**src/rtl/ifetch_bytes.sv**
```systemverilog
// ifetch_bytes: instruction fetch unit that assembles multi-byte instructions
// from a byte-wide synchronous RAM read port (read data valid one cycle after
// the address). Bytes are assembled big-endian: the byte at pc goes to the MSB.
//
// Parameters:
//   DATA     - memory byte width in bits
//   ADDR     - memory address width in bits (addresses wrap modulo 2**ADDR)
//   NBYTES   - bytes per instruction (1..4)
//   RESET_PC - fetch address after reset
//
// Ports:
//   clk         - clock, rising edge
//   rst         - synchronous active-high reset
//   mem_addr    - RAM read address
//   mem_dout    - RAM read data (one cycle after mem_addr)
//   redir_valid - redirect request, wins over everything except rst
//   redir_pc    - redirect target
//   ins_valid   - assembled instruction presented
//   ins_ready   - downstream accepts the instruction
//   ins_data    - assembled instruction, byte 0 in the MSBs
//   ins_pc      - address of the instruction's first byte
//   halted      - fetch stopped on an all-ones word
//
// Optional feature: define IFETCH_HALT_EN to stop on an all-ones word instead
// of presenting it. Without the macro, halted is tied low.

module ifetch_bytes #(
    parameter int DATA     = 8,
    parameter int ADDR     = 16,
    parameter int NBYTES   = 2,
    parameter int RESET_PC = 0
) (
    input  logic                   clk,
    input  logic                   rst,
    output logic [ADDR-1:0]        mem_addr,
    input  logic [DATA-1:0]        mem_dout,
    input  logic                   redir_valid,
    input  logic [ADDR-1:0]        redir_pc,
    output logic                   ins_valid,
    input  logic                   ins_ready,
    output logic [DATA*NBYTES-1:0] ins_data,
    output logic [ADDR-1:0]        ins_pc,
    output logic                   halted
);

    localparam int CW = $clog2(NBYTES + 1);
    localparam int IW = DATA * NBYTES;

    typedef enum logic [1:0] {
        FETCH,
        HOLD,
        HALT
    } state_t;

    state_t          state_q, state_d;
    logic [CW-1:0]   cnt_q, cnt_d;
    logic [ADDR-1:0] pc_q, pc_d;
    logic            valid_q, valid_d;
    logic [IW-1:0]   data_q, data_d;
    logic [ADDR-1:0] ipc_q, ipc_d;
    logic [IW-1:0]   assembled;

`ifdef IFETCH_HALT_EN
    logic            halted_q, halted_d;
    assign halted = halted_q;
`else
    assign halted = 1'b0;
`endif

    // cnt runs 0..NBYTES in FETCH: cnt issues address pc+cnt while the byte
    // issued at cnt-1 is captured, so FETCH lasts NBYTES+1 cycles.
    assign mem_addr  = pc_q + ADDR'(cnt_q);
    assign ins_valid = valid_q;
    assign ins_data  = data_q;
    assign ins_pc    = ipc_q;

    // Shift-in works for any NBYTES, including 1 where the shift empties it.
    always_comb begin
        assembled           = data_q << DATA;
        assembled[DATA-1:0] = mem_dout;
    end

    always_comb begin
        state_d  = state_q;
        cnt_d    = cnt_q;
        pc_d     = pc_q;
        valid_d  = valid_q;
        data_d   = data_q;
        ipc_d    = ipc_q;
`ifdef IFETCH_HALT_EN
        halted_d = halted_q;
`endif

        case (state_q)
            FETCH: begin
                if (cnt_q != '0) begin
                    data_d = assembled;
                end
                if (cnt_q == CW'(NBYTES)) begin
                    cnt_d = '0;
                    ipc_d = pc_q;
`ifdef IFETCH_HALT_EN
                    if (assembled == '1) begin
                        state_d  = HALT;
                        halted_d = 1'b1;
                    end else begin
                        state_d = HOLD;
                        valid_d = 1'b1;
                    end
`else
                    state_d = HOLD;
                    valid_d = 1'b1;
`endif
                end else begin
                    cnt_d = cnt_q + 1'b1;
                end
            end
            HOLD: begin
                if (ins_ready) begin
                    pc_d    = pc_q + ADDR'(NBYTES);
                    valid_d = 1'b0;
                    cnt_d   = '0;
                    state_d = FETCH;
                end
            end
            HALT: begin
                state_d = HALT;
            end
            default: begin
                state_d = FETCH;
                cnt_d   = '0;
            end
        endcase

        // Redirect overrides the handshake result and any partial assembly.
        if (redir_valid) begin
            pc_d     = redir_pc;
            cnt_d    = '0;
            valid_d  = 1'b0;
            state_d  = FETCH;
`ifdef IFETCH_HALT_EN
            halted_d = 1'b0;
`endif
        end
    end

    always_ff @(posedge clk) begin
        if (rst) begin
            state_q  <= FETCH;
            cnt_q    <= '0;
            pc_q     <= ADDR'(RESET_PC);
            valid_q  <= 1'b0;
            data_q   <= '0;
            ipc_q    <= ADDR'(RESET_PC);
`ifdef IFETCH_HALT_EN
            halted_q <= 1'b0;
`endif
        end else begin
            state_q  <= state_d;
            cnt_q    <= cnt_d;
            pc_q     <= pc_d;
            valid_q  <= valid_d;
            data_q   <= data_d;
            ipc_q    <= ipc_d;
`ifdef IFETCH_HALT_EN
            halted_q <= halted_d;
`endif
        end
    end

endmodule

```
**config.mk**
```make
export PLATFORM = sky130hd
export DESIGN_NAME = ifetch_bytes
export DESIGN_NICKNAME = d
export VERILOG_FILES = /design/src/rtl/ifetch_bytes.sv
export SDC_FILE = /design/constraint.sdc
export NUM_CORES = 1
export LEC_CHECK = 0
export BUFFER_PORTS_ARGS = -buffer_cell sky130_fd_sc_hd__clkbuf_2
export CAP_MARGIN = 20
export CORE_AREA = 10 10 86 88
export CTS_CLUSTER_DIAMETER = 200
export CTS_CLUSTER_SIZE = 40
export DETAILED_ROUTE_END_ITERATION = 6
export DIE_AREA = 0 0 96 98
export GPL_TIMING_DRIVEN = 0
export PLACE_DENSITY = 0.7
export SLEW_MARGIN = 30
export SYNTH_ARGS = -nofsm -noshare
export SYNTH_HDL_FRONTEND = slang
export SYNTH_SLANG_ARGS = --single-unit
```
**constraint.sdc**
```tcl
create_clock -name clk -period 2 [get_ports clk]
set_input_delay 0.2 -clock clk [delete_from_list [all_inputs] [get_ports clk]]
set_output_delay 0.2 -clock clk [all_outputs]
set_load 0.005 [all_outputs]
```
==> flow_summary.json, run 1 <==
{
  "timing.rr.end": "pc_q[14]",
  "ys_seq_elements": 53,
  "power_frac_comb_pct": 14.5,
  "crit_end": "mem_addr[14]",
  "clock_latency_ps": 310,
  "routed_wl_um": 7492,
  "multi_input_area_um2": 1435,
  "min_path_type": "input port to flop",
  "max-vdd-ir-drop_uv": 428.8,
  "yosysTopAreaCell": "dfxtp_1",
  "tightestPinTransition_ps": 516.4,
  "finalHoldViolCount": 0,
  "drtIter0Drc": 105,
  "async_flop_share_pct": 0,
  "ant_nets": 0,
  "finish.instance_area_um2": 3438,
  "initial_utilization_pct": 44.86,
  "fin_crit_sh_pct": 101.8,
  "power_frac_clock_pct": 29.9,
  "cellPowerDensity_nw_per_um2": 595.7,
  "cts-root-buf": "clkbuf_8",
  "num-fill-cells": 546,
  "violations": "negative setup slack",
  "grt_max_degree": 17,
  "rrSetupSlack_ps": 40,
  "synth_area_um2": 2577,
  "nNetsFinal": 448,
  "vias": 2552,
  "power.leakage_nw": 1.377,
  "die_y_um": 98,
  "yosysUniqueCellTypes": 49,
  "seqCellArea_um2": 1090,
  "avgSynthCellArea_um2": 8.080,
  "startpoint": "pc_q[9]",
  "antenna_found_initial": 0,
  "gp_congestion": 0.9181,
  "slew_viol_final": 0,
  "clockBufferDepth": 2,
  "crit_type": "flop to primary output",
  "clock_skew_ps": 8.779,
  "syn-num-nets": 351,
  "synth_ff_type": "dfxtp_1",
  "stdcell_count": 492,
  "portBuffers": 75,
  "first_pass_iters": 4,
  "syn2layout_area_growth_pct": 33.40,
  "rsz0062_at_grt": "yes",
  "dp_hpwl_um": 5529,
  "wl_per_cell_um": 15.23,
  "synth_edf_count": 0,
  "reg2regPathDepth": 5,
  "p_sw_uw": 566.0,
  "vias_per_cell": 5.187,
  "relSlewSlack_pct": 65.32,
  "htreeDepth": 2,
  "fin_ws_ps": -35.67,
  "synth_area_leaders": "dfxtp_1, nand2_1, a21oi_1",
  "num_io_pins": 78,
  "drive_above_1_share_pct": 35.97,
  "first_global_vias": 2504,
  "track_usage_pct": 15.66,
  "cts_buffers": 5,
  "end_kind": "primary output",
  "netSwitchingFraction_pct": 27.63,
  "placed_cells": 469,
  "required_ps": 1800,
  "grt_pass1_wl_um": 11980,
  "drc_errors": 0,
  "grt_overflow": 0,
  "yosysWarnings": 0,
  "seq_area_frac_synth_pct": 41.17,
  "placed_area_um2": 3047,
  "max-cap-violations": 0,
  "clkTransAtPathRegs_ps": 100,
  "core-area_um2": 5746,
  "pwr-share-seq_pct": 55.6,
  "crit_fanout": 6,
  "crit_arrival_ps": 1840,
  "diodes": 0,
  "status": "complete, but fails checks",
  "netlist_instances": 319,
  "cts_tree": "done",
  "numClockSinks": 53,
  "synth_top_area_share_pct": 41.17,
  "num_rows": 28,
  "dieWidth_um": 96,
  "die-area_um2": 9408,
  "p_int_mw": 1.482,
  "min_period_ps": 2036,
  "start_kind": "flop",
  "timing.rr.start": "pc_q[9]",
  "max_freq_ghz": 0.4912,
  "final-setup-viol-count": 6
}
[kinds of logic (layout without fill, tap and decap cells)]
| group | after synthesis | count (layout) | synth area share (%) |
|---|---|---|---|
| buf+inv | 36 | 134 | 8.300 |
| xor+xnor | 22 | 22 | 7.476 |
| mux | 2 | 2 | 0.8252 |
| flops | 53 | 53 | 41.17 |
| other cells | 1 | 1 | 0.1455 |
| simple gates | 141 | 141 | 25.88 |
| fa+ha+maj | 4 | 4 | 2.233 |
| compound gates | 60 | 60 | 13.98 |
[metrics by stage]
step | hold WS (ps) | TNS (ps) | worst slack (ps) | util (%) | total power, mW
2_1_floorplan | 336.0 | 0 | 126.8 | - | 1.311
3_3_place_gp | 425.3 | -1658 | -181.1 | 53.03 | 1.423
3_5_place_dp | 429.5 | -1452 | -182.4 | 53.03 | 1.427
4_1_cts | 91.85 | -154.2 | -55.34 | 58.12 | 2.059
5_1_grt | 87.50 | -826.5 | -124.1 | 59.84 | 2.156
6_report | 94.63 | -81.24 | -35.67 | 59.84 | 2.048
[registers in the layout, indices dropped and copies added, names as in the netlist]
signal and cells:
cnt_q 2, ins_pc 16, state_q 2, pc_q 16, ins_data 16, ins_valid 1
[worst min path at each step]
stage / slack, ps / cells past startpoint / start / end
after global placement: 430 / 3 / mem_dout[6] / ins_data[6]
final: 90 / 3 / mem_dout[6] / ins_data[6]
after detailed placement: 430 / 3 / mem_dout[6] / ins_data[6]
after global routing: 90 / 3 / mem_dout[6] / ins_data[6]
after CTS: 90 / 3 / mem_dout[1] / ins_data[1]
after floorplan: 340 / 2 / mem_dout[0] / ins_data[0]
[critical path: stages, from the launching register on]
cell      delay [ps]
dfxtp_2          440
nand4_2          150
or4_4            470
nor3_2           190
xnor2_1          140
clkbuf_2         140
[cell usage after synthesis, types with 2 or more instances]
master,number
clkbuf_1,12
a211oi_1,7
nor4_1,5
nand4b_1,3
dfxtp_1,53
nand3b_1,3
o41ai_1,2
a2bb2oi_1,2
or3_1,2
inv_1,11
buf_6,2
a2111oi_0,2
buf_4,4
nand3_1,4
xnor2_1,18
nor2_1,21
clkbuf_8,4
nor3_1,10
xor2_1,4
ha_1,3
a21oi_1,39
nand2_1,78
a311oi_1,4
[what timing repair did]
| action | in CTS | in global routing |
|---|---|---|
| endpoints found under the setup margin | 26 | 23 |
| buffers inserted | 10 | 6 |
| hold buffers | 0 | 0 |
| resized for setup | 41 | 18 |
| pin swaps | 15 | 13 |
[power by group through the flow]
stage / Combinational, mW / Clock (mW) / Sequential [mW]
2_1_floorplan: 0.163 / 0 / 1.15
3_5_place_dp: 0.271 / 0 / 1.16
6_report: 0.296 / 0.613 / 1.14
3_3_place_gp: 0.268 / 0 / 1.15
4_1_cts: 0.288 / 0.632 / 1.14
5_1_grt: 0.329 / 0.682 / 1.15
[cell type report]
class | instances | share of cell area (%)
clock inverters | 2 | 0.4367
flip-flops and latches | 53 | 31.70
multi-input cells | 230 | 41.74
repair buffers | 91 | 14.63
inverters | 12 | 1.310
plain buffers | 23 | 5.349
clock buffers | 6 | 2.111
well taps | 75 | 2.729
[cell usage in the layout, fill, tap and decap left out, drive strengths merged, types with 3 or more instances in the layout]
master,instances
dfxtp,53
a211oi,7
xnor2,18
nand4b,3
ha,3
buf,26
nand3b,3
clkbuf,94
nor2,21
nand2,78
xor2,4
nor3,10
nor4,6
a21oi,39
nand3,5
a311oi,4
inv,11
[routing by layer]
| metal | part of all wire (%) | track usage, % | wire length [um] |
|---|---|---|---|
| met1 | 41 | 18.92 | 3061 |
| met2 | 47 | 23.77 | 3536 |
| met3 | 10 | 7.121 | 776 |
| met4 | 1.6 | 5.562 | 117 |
| met5 | 0 | 0 | 0 |
(Power assumes the default switching activity.)
==> inputs of run 2 (changes only) <==
CORE_AREA = 2 2 78 80   (was 10 10 86 88)
DIE_AREA = 0 0 80 82   (was 0 0 96 98)
==> run 2 against run 1 <==
The flow still finishes with violations (negative setup slack). Global-route usage up 5.6 points. Largest cell class unchanged. Critical path depth up 2. Sequential power about the same.
==> flow_summary.json, run 2 (synthesis results as in run 1) <==
{
  "crit_arrival_ps": 1860,
  "cts_buffers": 5,
  "power.leakage_nw": 1.437,
  "portBuffers": 75,
  "min_path_type": "input port to flop",
  "max-cap-violations": 0,
  "vias": 2553,
  "first_pass_iters": 4,
  "numClockSinks": 53,
  "max-vdd-ir-drop_uv": 357.0,
  "grt_max_degree": 18,
  "core-area_um2": 5746,
  "routed_wl_um": 6893,
  "clockBufferDepth": 2,
  "fin_ws_ps": -61.35,
  "diodes": 0,
  "violations": "negative setup slack",
  "hp-start": "rst",
  "max_freq_ghz": 0.4851,
  "post-route-util_pct": 60.74,
  "tightestPinTransition_ps": 561.8,
  "timing.rr.end": "pc_q[15]",
  "dieWidth_um": 80,
  "num_io_pins": 78,
  "timing.rr.start": "pc_q[11]",
  "cts_tree": "done",
  "end_kind": "primary output",
  "min_period_ps": 2061,
  "slew_viol_final": 0,
  "required_ps": 1800,
  "first_global_vias": 2293,
  "grt_pass1_wl_um": 10890,
  "gp_congestion": 0.8793,
  "crit_fanout": 4,
  "clkTransAtPathRegs_ps": 110,
  "drtIter0Drc": 139,
  "drc_errors": 0,
  "clock_latency_ps": 310,
  "wl_per_cell_um": 13.93,
  "cellPowerDensity_nw_per_um2": 593.9,
  "ant_nets": 0,
  "htreeDepth": 2,
  "min_to": "pc_q[11]",
  "rsz0062_at_grt": "yes",
  "clock_skew_ps": 10.24,
  "antenna_found_initial": 0,
  "syn2layout_area_growth_pct": 35.39,
  "nNetsFinal": 451,
  "finalHoldViolCount": 0,
  "relSlewSlack_pct": 62.55,
  "finalPower_mw": 2.072,
  "initial_utilization_pct": 44.86,
  "track_usage_pct": 21.25,
  "rrSetupSlack_ps": 20,
  "die_y_um": 82,
  "num-fill-cells": 534,
  "status": "complete, but fails checks",
  "crit_type": "flop to primary output",
  "final-setup-viol-count": 4,
  "whs_path_depth": 2,
  "grt_overflow": 0,
  "die-area_um2": 6560,
  "start_kind": "flop",
  "vias_per_cell": 5.158,
  "drive_above_1_share_pct": 36.43,
  "final_cell_mix": "nand2_1, clkbuf_2, a21oi_1, dfxtp_1, buf_4",
  "pre_cts_ws_ps": -185.4,
  "dp_hpwl_um": 4815,
  "fin_crit_sh_pct": 103.1,
  "cts-root-buf": "clkbuf_8",
  "num_rows": 28,
  "layout_commonest_cell": "nand2_1",
  "reg2regPathDepth": 5
}
run 2: changes by cell type in the layout (fill, tap and decap cells not counted), sizes merged:
cell      previous run  this run
clkbuf              94        90
clkinv               1         2
buf                 26        32
inv                 11        12
clkinvlp             2         1
run 2: cell type report:
cell class | instances | area, um2 | share of cell area (%)
buffer | 23 | 188.9 | 5.414
clock buffer | 5 | 68.82 | 1.972
clock inverter | 3 | 21.27 | 0.6095
inverter | 12 | 47.55 | 1.362
multi-input combinational | 230 | 1448 | 41.48
sequential | 53 | 1092 | 31.30
tap | 75 | 93.84 | 2.689
timing repair buffer | 94 | 529.3 | 15.17
run 2: worst max-delay path: stages, from the launching register on:
cell	delay, ps
dfxtp_2	370
ha_4	140
inv_2	30
fa_2	440
nor2_4	190
nand3_2	110
xnor2_2	140
buf_2	130
run 2: how the worst max path moves through the flow:
stage	startpoint	to	slack, ps	cells past startpoint
floorplan	pc_q[9]	pc_q[14]	130	5
global placement	pc_q[2]	pc_q[15]	-180	5
detailed placement	pc_q[2]	pc_q[15]	-190	5
CTS	pc_q[0]	mem_addr[6]	-80	7
global route	cnt_q[1]	mem_addr[8]	-140	7
finish	cnt_q[0]	mem_addr[12]	-60	7
run 2: metal layers:
metal  vias to the layer above  global-route usage (%)  part of all wire, %
li1                       1275                       -                    -
met1                      1174                   27.47                   44
met2                        91                   35.75                   48
met3                        13                   4.725                  7.0
met4                         0                   6.102                  1.6
met5                         -                       0                    0
run 2: timing repair:
item / 4_1_cts / 5_1_grt
hold buffers: 0 / 0
gates resized for setup: 37 / 30
hold endpoints to repair: 0 / 0
endpoints found under the setup margin: 26 / 21
pin swaps: 13 / 14
setup buffers: 8 / 11
run 2: metrics by stage:
step | setup TNS [ps] | instances | hold slack [ps] | area (um2)
6_report | -152.9 | 495 | 90.92 | 3490
5_1_grt | -757.3 | 495 | 103.6 | 3490
4_1_cts | -291.5 | 484 | 87.95 | 3328
3_5_place_dp | -1450 | 469 | 428.9 | 3047
3_3_place_gp | -1372 | 469 | 423.8 | 3047
2_1_floorplan | 0 | 319 | 336.0 | 2577
run 2: report_power, final:
group / internal (mW) / switching, mW / leakage, nW / total (mW)
Sequential: 1.09 / 0.0466 / 0.439 / 1.14
Combinational: 0.146 / 0.155 / 0.954 / 0.301
Clock: 0.250 / 0.380 / 0.0445 / 0.629
